--- src/rtl/mem_arb_pkg.sv ---
// rtl/mem_arb_pkg.sv - shared definitions for the unified-memory arbiter
// Purpose: FSM state encodings, grant ids and the wait-counter width helper
//          used by mem_arbiter and wait_counter.
// Ports:   none (package).
package mem_arb_pkg;

  typedef enum logic [1:0] {
    ST_IDLE   = 2'd0,
    ST_ACCESS = 2'd1,
    ST_RESP   = 2'd2
  } state_t;

  localparam logic GNT_CORE = 1'b0;
  localparam logic GNT_EXT  = 1'b1;

  // Counter must be able to hold the value WAIT_CYCLES itself.
  function automatic int cnt_width(input int wait_cycles);
    return $clog2(wait_cycles + 1);
  endfunction

endpackage

--- src/rtl/wait_counter.sv ---
// rtl/wait_counter.sv - loadable down-counter timing a memory access
// Purpose: loaded with WAIT_CYCLES when an access is granted, counts down
//          while the access is in progress; last flags the final cycle.
// Ports:   clk   - clock, rising edge
//          rst   - asynchronous active-high reset (count -> 0)
//          load  - load WAIT_CYCLES
//          en    - decrement by one
//          last  - count == 1
module wait_counter #(
  parameter int WAIT_CYCLES = 1
) (
  input  logic clk,
  input  logic rst,
  input  logic load,
  input  logic en,
  output logic last
);
  import mem_arb_pkg::*;

  localparam int CNT_W = cnt_width(WAIT_CYCLES);
  localparam logic [CNT_W-1:0] LOAD_VAL = CNT_W'(WAIT_CYCLES);

  logic [CNT_W-1:0] count;

  always_ff @(posedge clk or posedge rst) begin
    if (rst) begin
      count <= '0;
    end else if (load) begin
      count <= LOAD_VAL;
    end else if (en && (count != '0)) begin
      count <= count - 1'b1;
    end
  end

  assign last = (count == CNT_W'(1));

endmodule

--- src/rtl/mem_arbiter.sv ---
// rtl/mem_arbiter.sv - core / loader arbiter for the single-port unified memory
// Purpose: serialises core and external (loader/debug) accesses to the memory
//          macro, holds each access for WAIT_CYCLES cycles and returns a
//          one-cycle ack with read data.
//          Build option MEM_ARB_FAIR_EN: round-robin on ties (core wins the
//          first tie after reset); undefined: core always wins ties.
// Ports:   clk, rst                          - clock, async active-high reset
//          core_req/we/addr/wdata, core_ack/rdata - core requester
//          ext_req/we/addr/wdata,  ext_ack/rdata  - loader/debug requester
//          mem_en/we/addr/wdata, mem_rdata   - memory macro
//          grant_ext                         - external port owns the memory
module mem_arbiter #(
  parameter int ADDR_W      = 16,
  parameter int DATA_W      = 16,
  parameter int WAIT_CYCLES = 1
) (
  input  logic              clk,
  input  logic              rst,
  input  logic              core_req,
  input  logic              core_we,
  input  logic [ADDR_W-1:0] core_addr,
  input  logic [DATA_W-1:0] core_wdata,
  output logic              core_ack,
  output logic [DATA_W-1:0] core_rdata,
  input  logic              ext_req,
  input  logic              ext_we,
  input  logic [ADDR_W-1:0] ext_addr,
  input  logic [DATA_W-1:0] ext_wdata,
  output logic              ext_ack,
  output logic [DATA_W-1:0] ext_rdata,
  output logic              mem_en,
  output logic              mem_we,
  output logic [ADDR_W-1:0] mem_addr,
  output logic [DATA_W-1:0] mem_wdata,
  input  logic [DATA_W-1:0] mem_rdata,
  output logic              grant_ext
);
  import mem_arb_pkg::*;

  generate
    if (WAIT_CYCLES < 1) begin : g_bad_wait
      $error("mem_arbiter: WAIT_CYCLES must be at least 1");
    end
  endgenerate

  state_t            state;
  logic              win_ext;
  logic              any_req;
  logic              cnt_load;
  logic              cnt_last;
  logic [DATA_W-1:0] rdata_q;
`ifdef MEM_ARB_FAIR_EN
  logic              last_grant;
`endif

  assign any_req = core_req | ext_req;

  // Winner of the current IDLE arbitration round.
  always_comb begin
    win_ext = GNT_CORE;
    if (ext_req && !core_req) begin
      win_ext = GNT_EXT;
`ifdef MEM_ARB_FAIR_EN
    end else if (ext_req && core_req && (last_grant == GNT_CORE)) begin
      win_ext = GNT_EXT;
`endif
    end
  end

  assign cnt_load = (state == ST_IDLE) && any_req;

  wait_counter #(
    .WAIT_CYCLES (WAIT_CYCLES)
  ) u_wait_counter (
    .clk  (clk),
    .rst  (rst),
    .load (cnt_load),
    .en   (state == ST_ACCESS),
    .last (cnt_last)
  );

  // Both requesters see the one shared read-data register.
  assign core_rdata = rdata_q;
  assign ext_rdata  = rdata_q;

  // grant_ext doubles as the latched winner id for the whole transaction.
  always_ff @(posedge clk or posedge rst) begin
    if (rst) begin
      state      <= ST_IDLE;
      mem_en     <= 1'b0;
      mem_we     <= 1'b0;
      mem_addr   <= '0;
      mem_wdata  <= '0;
      rdata_q    <= '0;
      core_ack   <= 1'b0;
      ext_ack    <= 1'b0;
      grant_ext  <= 1'b0;
`ifdef MEM_ARB_FAIR_EN
      last_grant <= GNT_EXT;
`endif
    end else begin
      case (state)
        ST_IDLE: begin
          if (any_req) begin
            state      <= ST_ACCESS;
            mem_en     <= 1'b1;
            grant_ext  <= win_ext;
            mem_we     <= win_ext ? ext_we    : core_we;
            mem_addr   <= win_ext ? ext_addr  : core_addr;
            mem_wdata  <= win_ext ? ext_wdata : core_wdata;
`ifdef MEM_ARB_FAIR_EN
            last_grant <= win_ext;
`endif
          end
        end
        ST_ACCESS: begin
          if (cnt_last) begin
            if (!mem_we) begin
              rdata_q <= mem_rdata;
            end
            state    <= ST_RESP;
            mem_en   <= 1'b0;
            mem_we   <= 1'b0;
            core_ack <= (grant_ext == GNT_CORE);
            ext_ack  <= (grant_ext == GNT_EXT);
          end
        end
        ST_RESP: begin
          state     <= ST_IDLE;
          core_ack  <= 1'b0;
          ext_ack   <= 1'b0;
          grant_ext <= 1'b0;
        end
        default: begin
          state <= ST_IDLE;
        end
      endcase
    end
  end

endmodule

--- config.mk ---
export PLATFORM = sky130hd
export DESIGN_NAME = mem_arbiter
export DESIGN_NICKNAME = d
export VERILOG_FILES = /design/src/rtl/mem_arb_pkg.sv /design/src/rtl/wait_counter.sv /design/src/rtl/mem_arbiter.sv
export SDC_FILE = /design/constraint.sdc
export NUM_CORES = 1
export LEC_CHECK = 0
export ABC_CLOCK_PERIOD_IN_PS = 2020
export CAP_MARGIN = 20
export CORE_AREA = 3 3 116 96
export CTS_CLUSTER_DIAMETER = 30
export DETAILED_ROUTE_END_ITERATION = 8
export DIE_AREA = 0 0 119 99
export GPL_ROUTABILITY_DRIVEN = 1
export GPL_TIMING_DRIVEN = 0
export PLACE_DENSITY = 0.62
export REMOVE_ABC_BUFFERS = 1
export SYNTH_ARGS = -nofsm -noshare
export SYNTH_HDL_FRONTEND = slang
export SYNTH_SLANG_ARGS = --single-unit
--- constraint.sdc ---
create_clock -name clk -period 2.02 [get_ports clk]
set_clock_uncertainty 0.05 [all_clocks]
set_input_delay 0.404 -clock clk [delete_from_list [all_inputs] [get_ports clk]]
set_output_delay 0.404 -clock clk [all_outputs]
set_load 0.02 [all_outputs]
==> results.toml, run 1 <==
[cts]
clk_pin_slew_ns = 0.07
h-tree-depth = 2
cts_root_buffer = "clkbuf_16"
cts_inserted_buffers = 5
clock_sinks = 56
cts_tree = "built"
cts_buffer_depth = 2
clk_latency_ns = 0.28
cts_hold_buf = 0

[min_path]
hp-class = "in -> async"

[power]
p_per_area_nw_per_um2 = 1590
leakagePower_nw = 1.91
ir_drop_mv = 0.616
power_mw = 7.26

[timing]
worstMarginPinSlew_ns = 0.576
hold_viol_final = 0
relSlewSlack_pct = 61.6
setup_violations = 0
post-route-period-util_pct = 94.2
rsz0062_at_grt = "no"
worst_slack_ns = 0.118
hold_ws_ns = 0.443
fmax_mhz = 526
slew_violations = 0
fin_crit_ns = 1.90

[routing]
wl_mm = 6.55
wire_per_inst_um = 14.0
drc = 0
vias = 1943
initialDrtViolationCount = 49
ant_nets = 0
viasPerCell = 4.15
firstDrtPassIters = 4

[floorplanning]
dieArea_um2 = 11800
initial_core_util_pct = 27.7
die_w_um = 119
num_io_pins = 155
coreArea_um2 = 10100
die_h_um = 99
rows = 33

[synthesis]
yosys_warnings = 0
ys_seq_area_share_pct = 50.0
avgSynthCellArea_um2 = 15.1
ys_ff_latch = 56
synthCells = 186
synth_cell_type_count = 21
synth_area_um2 = 2800

[worst_setup_path]
regToRegSetupSlack_ns = 0.36
rr_startpoint = "state[0]$_DFFE_PP0P_"
worstPathCellList = "clkdlybuf4s50_1, nand2b_4, mux2_2, mux2_4"
critical_path_required_ns = 2.14
reg2reg_depth = 3
critical_path_class = "in -> reg"
setup.worst_path.start_class = "input port"
slowest_stage = "clkdlybuf4s50_1"
crit_start = "core_req"
cp.depth = 4
worstPathArrival_ns = 2.02
rr_endpoint = "core_rdata[12]$_DFFE_PP0P_"
worst-path-buf-inv = 1
worst_path_largest_cell_delay_ns = 0.51
cp-endpoint = "mem_wdata[0]$_DFFE_PP0P_"
crit_fanout = 33
cp_top_family = "multiplexers"
endpoint_kind = "register"

[finish]
antennaDiodeCount = 0
fillers = 913
stdcell_area_um2 = 4580
drive_gt1_share_pct = 29.6
area_growth_pct = 63.3
nets = 413

[global_routing]
grt_pass1_wl_mm = 10.7
grt_max_degree = 34
antenna_found_initial = 0
grt_remaining_overflow = 0
grt_util_all_layers_pct = 11.2
grt_pass1_vias = 2134

[place]
place_area_um2 = 4380
port_buffers = 154
dp_hpwl_mm = 5.04
pre_cts_ws_ns = -0.499
place_congestion = 0.674

[flow_run]
maxCapViolations = 0

[outcome]
status = "finished clean"
## where the power goes
part	switching (mW)	leakage (nW)	internal (mW)
Combinational	1.78	1.17	2.41
Sequential	0.406	0.660	1.70
Clock	0.379	0.0798	0.583
Total	2.56	1.91	4.70
## cells in the final DEF (no fill, tap or decap)
cell type          n
inv_2              1
nand2b_1           2
bufinv_16          1
mux2i_1            2
inv_1              2
dfrtp_1           56
buf_4              3
mux2_4            26
a2bb2oi_1          1
nor2b_1            1
clkbuf_16          5
o21bai_1           1
buf_16             2
mux2_2            52
nor2_1             2
clkdlybuf4s50_1  154
nand2b_4           1
buf_12             1
a22o_1             4
nor3_4             1
a21oi_1            1
clkinv_2           1
nand3b_4           1
a21o_1             2
nand2_1            1
nor2_4             1
mux2_1             2
clkinvlp_4         1
## final cells by class
type	count	area [um2]	area share (%)
Timing Repair Buffer	160	1640	35.8
Inverter	3	11.3	0.246
Clock inverter	3	42.5	0.930
Clock buffer	5	125	2.73
Tap cell	140	175	3.83
Sequential cell	56	1400	30.6
Multi-Input combinational cell	101	1180	25.8
## synth_stat cells
master     number  area (um2)
nand3b_4        1        20.0
a22o_1          4        35.0
a21oi_1         1        5.00
buf_4          17         128
mux2_4         26         390
nand2b_1        3        18.8
buf_2           2        10.0
nor2b_1         1        6.26
o21bai_1        1        7.51
nor2_4          1        11.3
a21o_1          2        15.0
mux2i_1         2        20.0
mux2_1          2        22.5
nand2_1         1        3.75
nor3_4          1        16.3
dfrtp_1        56        1400
buf_6           7        78.8
a2bb2oi_1       1        8.76
mux2_2         52         586
inv_1           3        11.3
nor2_1          2        7.51
## worst min-delay path by stage
| stage | end | slack [ns] | startpoint |
|---|---|---|---|
| final | core_rdata[6]$_DFFE_PP0P_ | 0.44 | rst |
| after global routing | mem_wdata[2]$_DFFE_PP0P_ | 0.47 | mem_wdata[2]$_DFFE_PP0P_ |
| after CTS | core_rdata[6]$_DFFE_PP0P_ | 0.46 | rst |
| after detailed placement | mem_en$_DFFE_PP0P_ | 0.44 | mem_en$_DFFE_PP0P_ |
| after global placement | mem_en$_DFFE_PP0P_ | 0.42 | mem_en$_DFFE_PP0P_ |
| after floorplan | state[0]$_DFFE_PP0P_ | 0.49 | u_wait_counter.last$_DFFE_PP0P_ |
## cell families after synthesis
family | count (synthesis) | share of synthesized area [%]
mux | 82 | 36.3
flops | 56 | 50.0
buf+inv | 29 | 8.13
simple gates | 10 | 2.99
compound gates | 9 | 2.54
## state kept, by name, summed over array words and instances (netlist names), 2 cells and up
signal	cells
mem_wdata	16
state	2
core_rdata	16
mem_addr	16
## through the flow
| step | utilization, % | TNS [ns] | std cells |
|---|---|---|---|
| after floorplan | - | -9.05 | 160 |
| after global placement | 42.5 | -96.29 | 454 |
| after detailed placement | 43.3 | -15.65 | 457 |
| after CTS | 45.2 | 0 | 468 |
| after global routing | 45.2 | 0 | 468 |
| final | 45.2 | 0 | 468 |
## layer usage
metal | track usage (%) | part of all wire [%] | up-vias | wire length [um]
met4 | 2.94 | 0.73 | 0 | 48
li1 | - | - | 920 | -
met3 | 4.53 | 9.4 | 5 | 615
met5 | 0 | 0 | - | 0
met1 | 14.2 | 42 | 937 | 2780
met2 | 17.7 | 47 | 81 | 3100
## repair_timing
action / in CTS / in global routing
setup endpoints to repair: 32 / 0
gates resized for setup: 1 / 0
setup buffers: 3 / 0
Power figures use the tool's default switching activity.
==> inputs of run 2 (changes only) <==
CORE_AREA = 3 3 99 82   (was 3 3 116 96)
DIE_AREA = 0 0 102 85   (was 0 0 119 99)
PLACE_DENSITY = 0.81   (was 0.62)
==> run 2 against run 1 <==
Against the previous run: non-clock buffer count decreased by 1; sequential power barely moved; clock power decreased by 34%; count of clock-buffer cells in the layout grew 2; register-to-register slack is essentially flat; core utilization rose by 16 points; sequential share of layout area rose by 0.91 points; via count grew 0.93%; combinational power is essentially flat; largest cell class unchanged.
==> results.toml, run 2 (synthesis results as in run 1) <==
[outcome]
status = "finished clean"

[routing]
wl_mm = 6.50
firstDrtPassIters = 2
wire_per_inst_um = 15.6
vias = 1961
viasPerCell = 4.70
ant_nets = 0
drc = 0
initialDrtViolationCount = 32

[cts]
clock_sinks = 56
clk_latency_ns = 0.30
cts_inserted_buffers = 5
cts_buffer_depth = 2
h-tree-depth = 2
clk_pin_slew_ns = 0.10
cts_tree = "built"
cts_root_buffer = "clkbuf_8"

[min_path]
hp-class = "in -> async"

[worst_setup_path]
setup.worst_path.start_class = "input port"
crit_fanout = 33
critical_path_class = "in -> reg"
cp-endpoint = "mem_addr[3]$_DFFE_PP0P_"
endpoint_kind = "register"
regToRegSetupSlack_ns = 0.36
worstPathArrival_ns = 2.02
rr_endpoint = "core_rdata[2]$_DFFE_PP0P_"
crit_start = "core_req"
reg2reg_depth = 3
critical_path_required_ns = 2.16
rr_startpoint = "state[0]$_DFFE_PP0P_"

[power]
leakagePower_nw = 1.88
power_mw = 6.96
p_per_area_nw_per_um2 = 1570
ir_drop_mv = 0.842

[global_routing]
grt_util_all_layers_pct = 15.0
antenna_found_initial = 0
grt_remaining_overflow = 0
grt_pass1_wl_mm = 10.4
grt_pass1_vias = 2115
grt_max_degree = 36

[timing]
slew_violations = 0
hold_viol_final = 0
fin_crit_ns = 1.89
relSlewSlack_pct = 66.3
hold_ws_ns = 0.399
rsz0062_at_grt = "no"
post-route-period-util_pct = 93.4
worstMarginPinSlew_ns = 0.505
fmax_mhz = 530
setup_violations = 0

[floorplanning]
initial_core_util_pct = 38.5
coreArea_um2 = 7290
rows = 28
num_io_pins = 155
die_w_um = 102
dieArea_um2 = 8670
die_h_um = 85

[place]
port_buffers = 154
place_congestion = 0.662
dp_hpwl_mm = 4.94
place_inst = 407

[finish]
final_common_cell = "clkdlybuf4s50_1"
mostFrequentLayoutCells = "clkdlybuf4s50_1, dfrtp_1, mux2_2"
final_util_pct = 61.0
nets = 412
fillers = 599
antennaDiodeCount = 0
final_cells = 417
area_growth_pct = 58.6
drive_gt1_share_pct = 29.1

[flow_run]
maxCapViolations = 0
==> run 2: cell types whose count changed in the layout (fill, tap and decap cells not counted) <==
cell,change
buf_12,+1
buf_4,-2
bufinv_16,-1
clkbuf_1,+1
clkbuf_16,-5
clkbuf_8,+6
clkinv_2,-1
==> run 2: layout make-up <==
class / count / area [um2] / area share (%)
clock inverter: 1 / 7.51 / 0.169
multi-input combinational: 101 / 1180 / 26.6
sequential: 56 / 1400 / 31.5
tap: 90 / 113 / 2.53
clock buffer: 7 / 86.3 / 1.94
timing repair buffer: 159 / 1640 / 37.0
inverter: 3 / 11.3 / 0.253
==> run 2: per-stage QoR <==
stage	setup WS (ns)	area [um2]	TNS, ns
2_1_floorplan	-0.338	2590	-9.05
3_3_place_gp	-1.19	4240	-87.89
3_5_place_dp	-0.495	4320	-15.44
4_1_cts	0.113	4440	0
5_1_grt	0.0450	4440	0
6_report	0.134	4440	0
==> run 2: worst max-delay path, cell delays in order <==
cell and delay (ns):
clkdlybuf4s50_1 0.52, nand2b_4 0.42, mux2_2 0.40, mux2_4 0.25
==> run 2: timing repair <==
item | in CTS | in global routing
setup buffers | 2 | 0
endpoints found under the setup margin | 32 | 0
gates resized for setup | 1 | 0
hold buffers | 0 | 0
==> run 2: per-layer routing <==
metal | share of wire, % | vias to the layer above | GRT usage, %
met5 | 0 | - | 0
met4 | 0.92 | 0 | 3.58
met3 | 7.2 | 6 | 4.19
met2 | 50 | 76 | 25.4
met1 | 42 | 966 | 19.0
li1 | - | 913 | -
==> run 2: worst min-delay path by stage <==
stage | from | end | slack [ns]
floorplan | u_wait_counter.last$_DFFE_PP0P_ | state[0]$_DFFE_PP0P_ | 0.49
global placement | mem_en$_DFFE_PP0P_ | mem_en$_DFFE_PP0P_ | 0.41
detailed placement | mem_en$_DFFE_PP0P_ | mem_en$_DFFE_PP0P_ | 0.43
CTS | rst | mem_addr[13]$_DFFE_PP0P_ | 0.41
global route | rst | mem_addr[13]$_DFFE_PP0P_ | 0.42
finish | rst | mem_addr[13]$_DFFE_PP0P_ | 0.40
==> run 2: power breakdown <==
group	internal (mW)	leakage, nW	switching [mW]
Combinational	2.42	1.17	1.79
Sequential	1.70	0.660	0.409
Clock	0.280	0.0445	0.351
Total	4.40	1.88	2.55
==> inputs of run 3 (changes only) <==
--- a/config.mk
+++ b/config.mk
@@ -17,2 +17,3 @@
 export REMOVE_ABC_BUFFERS = 1
+export SLEW_MARGIN = 20
 export SYNTH_ARGS = -nofsm -noshare
--- a/constraint.sdc
+++ b/constraint.sdc
@@ -4,2 +4,2 @@
 set_output_delay 0.404 -clock clk [all_outputs]
-set_load 0.02 [all_outputs]
+set_load 0.1 [all_outputs]
==> run 3 against run 2 <==
Against the previous run: sequential cell count stayed put; critical path depth is 3 lower; first-iteration DRC count down 31%; cell area is 4.9% lower; global-route usage fell by 0.24 points; count of clock-buffer cells in the layout unchanged; core utilization decreased by 3.0 points; final cell count is 0.24% lower; sequential share of layout area up 1.6 points; register-to-register slack got worse by 0.15 ns.
==> results.toml, run 3 (synthesis results as in run 1) <==
[floorplanning]
initial_core_util_pct = 38.5
num_io_pins = 155
die_w_um = 102
rows = 28
coreArea_um2 = 7290
dieArea_um2 = 8670
die_h_um = 85

[worst_setup_path]
setup.worst_path.start_class = "register"
critical_path_required_ns = 1.57
crit_fanout = 3
critical_path_class = "reg -> out"
endpoint_kind = "output pin"
worst_path_largest_cell_delay_ns = 0.86
crit_start = "core_rdata[5]$_DFFE_PP0P_"
reg2reg_depth = 4
regToRegSetupSlack_ns = 0.21
rr_endpoint = "mem_wdata[12]$_DFFE_PP0P_"
cp_top_family = "buffers and inverters"
worstPathCellList = "dlygate4sd2_1"
cp-endpoint = "core_rdata[5]"
worst-path-buf-inv = 1
worstPathArrival_ns = 1.54
rr_startpoint = "state[0]$_DFFE_PP0P_"
slowest_stage = "dlygate4sd2_1"
cp.depth = 1

[finish]
final_common_cell = "clkdlybuf4s50_1"
antennaDiodeCount = 0
regArea_um2 = 1400
drive_gt1_share_pct = 39.3
multi_input_area_um2 = 1180
mostFrequentLayoutCells = "clkdlybuf4s50_1, dfrtp_1, mux2_2"
nets = 411
area_growth_pct = 50.8
fillers = 632

[timing]
relSlewSlack_pct = 35.1
slew_violations = 0
post-route-period-util_pct = 98.7
fmax_mhz = 502
worstMarginPinSlew_ns = 0.978
hold_viol_final = 0
fin_crit_ns = 1.99
tns_ns = 0
rsz0062_at_grt = "yes"
hold_ws_ns = 0.444
setup_violations = 0

[routing]
initialDrtViolationCount = 22
drc = 0
ant_nets = 0
wire_per_inst_um = 15.4
vias = 1978
firstDrtPassIters = 2
viasPerCell = 4.75
wl_mm = 6.39

[place]
place_congestion = 0.662
port_buffers = 154
dp_hpwl_mm = 4.91

[global_routing]
grt_remaining_overflow = 0
antenna_found_initial = 0
grt_util_all_layers_pct = 14.7
grt_max_degree = 57
grt_pass1_vias = 2147
grt_pass1_wl_mm = 10.3

[cts]
h-tree-depth = 2
clk_pin_slew_ns = 0.10
cts_setup_buffers = 0
clock_sinks = 56
cts_inserted_buffers = 5
clk_latency_ns = 0.30
cts_tree = "built"
cts_root_buffer = "clkbuf_8"
cts_buffer_depth = 2

[outcome]
status = "finished clean"

[min_path]
hp-class = "reg -> reg"
holdPathStages = 1

[flow_run]
maxCapViolations = 0
==> run 3: timing repair <==
action | 4_1_cts | 5_1_grt
pin swaps | 0 | 0
hold buffers | 0 | 0
resized for setup | 84 | 77
setup endpoints to repair | 69 | 58
==> run 3: metal layers <==
metal  up-vias  share of wire, %  global-route usage (%)
li1        919                 -                       -
met1       975                41                    17.5
met2        77                50                    25.7
met3         7               8.1                    4.60
met4         0               1.0                    3.93
met5         -                 0                       0
==> run 3: worst min path at each step <==
stage | startpoint | endpoint | slack, ns
after global placement | mem_en$_DFFE_PP0P_ | mem_en$_DFFE_PP0P_ | 0.41
after global routing | mem_en$_DFFE_PP0P_ | mem_en$_DFFE_PP0P_ | 0.46
after floorplan | u_wait_counter.last$_DFFE_PP0P_ | state[0]$_DFFE_PP0P_ | 0.49
after detailed placement | mem_en$_DFFE_PP0P_ | mem_en$_DFFE_PP0P_ | 0.42
final | mem_en$_DFFE_PP0P_ | mem_en$_DFFE_PP0P_ | 0.44
after CTS | mem_en$_DFFE_PP0P_ | mem_en$_DFFE_PP0P_ | 0.44
==> run 3: through the flow <==
stage	setup WS, ns	cells	util [%]	area (um2)
2_1_floorplan	-0.339	160	-	2590
3_3_place_gp	-1.19	404	58.2	4240
3_5_place_dp	-0.220	408	59.2	4310
4_1_cts	-0.00277	416	59.5	4340
5_1_grt	-0.0300	416	58.0	4230
6_report	0.0264	416	58.0	4230
==> run 3: final cells by class <==
class	instances	area share [%]
inverter	3	0.326
tap	90	2.66
clock buffer	7	2.04
clock inverter	1	0.178
sequential	56	33.2
multi-input combinational	101	27.8
timing repair buffer	158	33.8
Power of run 3 is not shown: default switching activity piles up to over one toggle a cycle in this logic, so the estimate is an artifact.
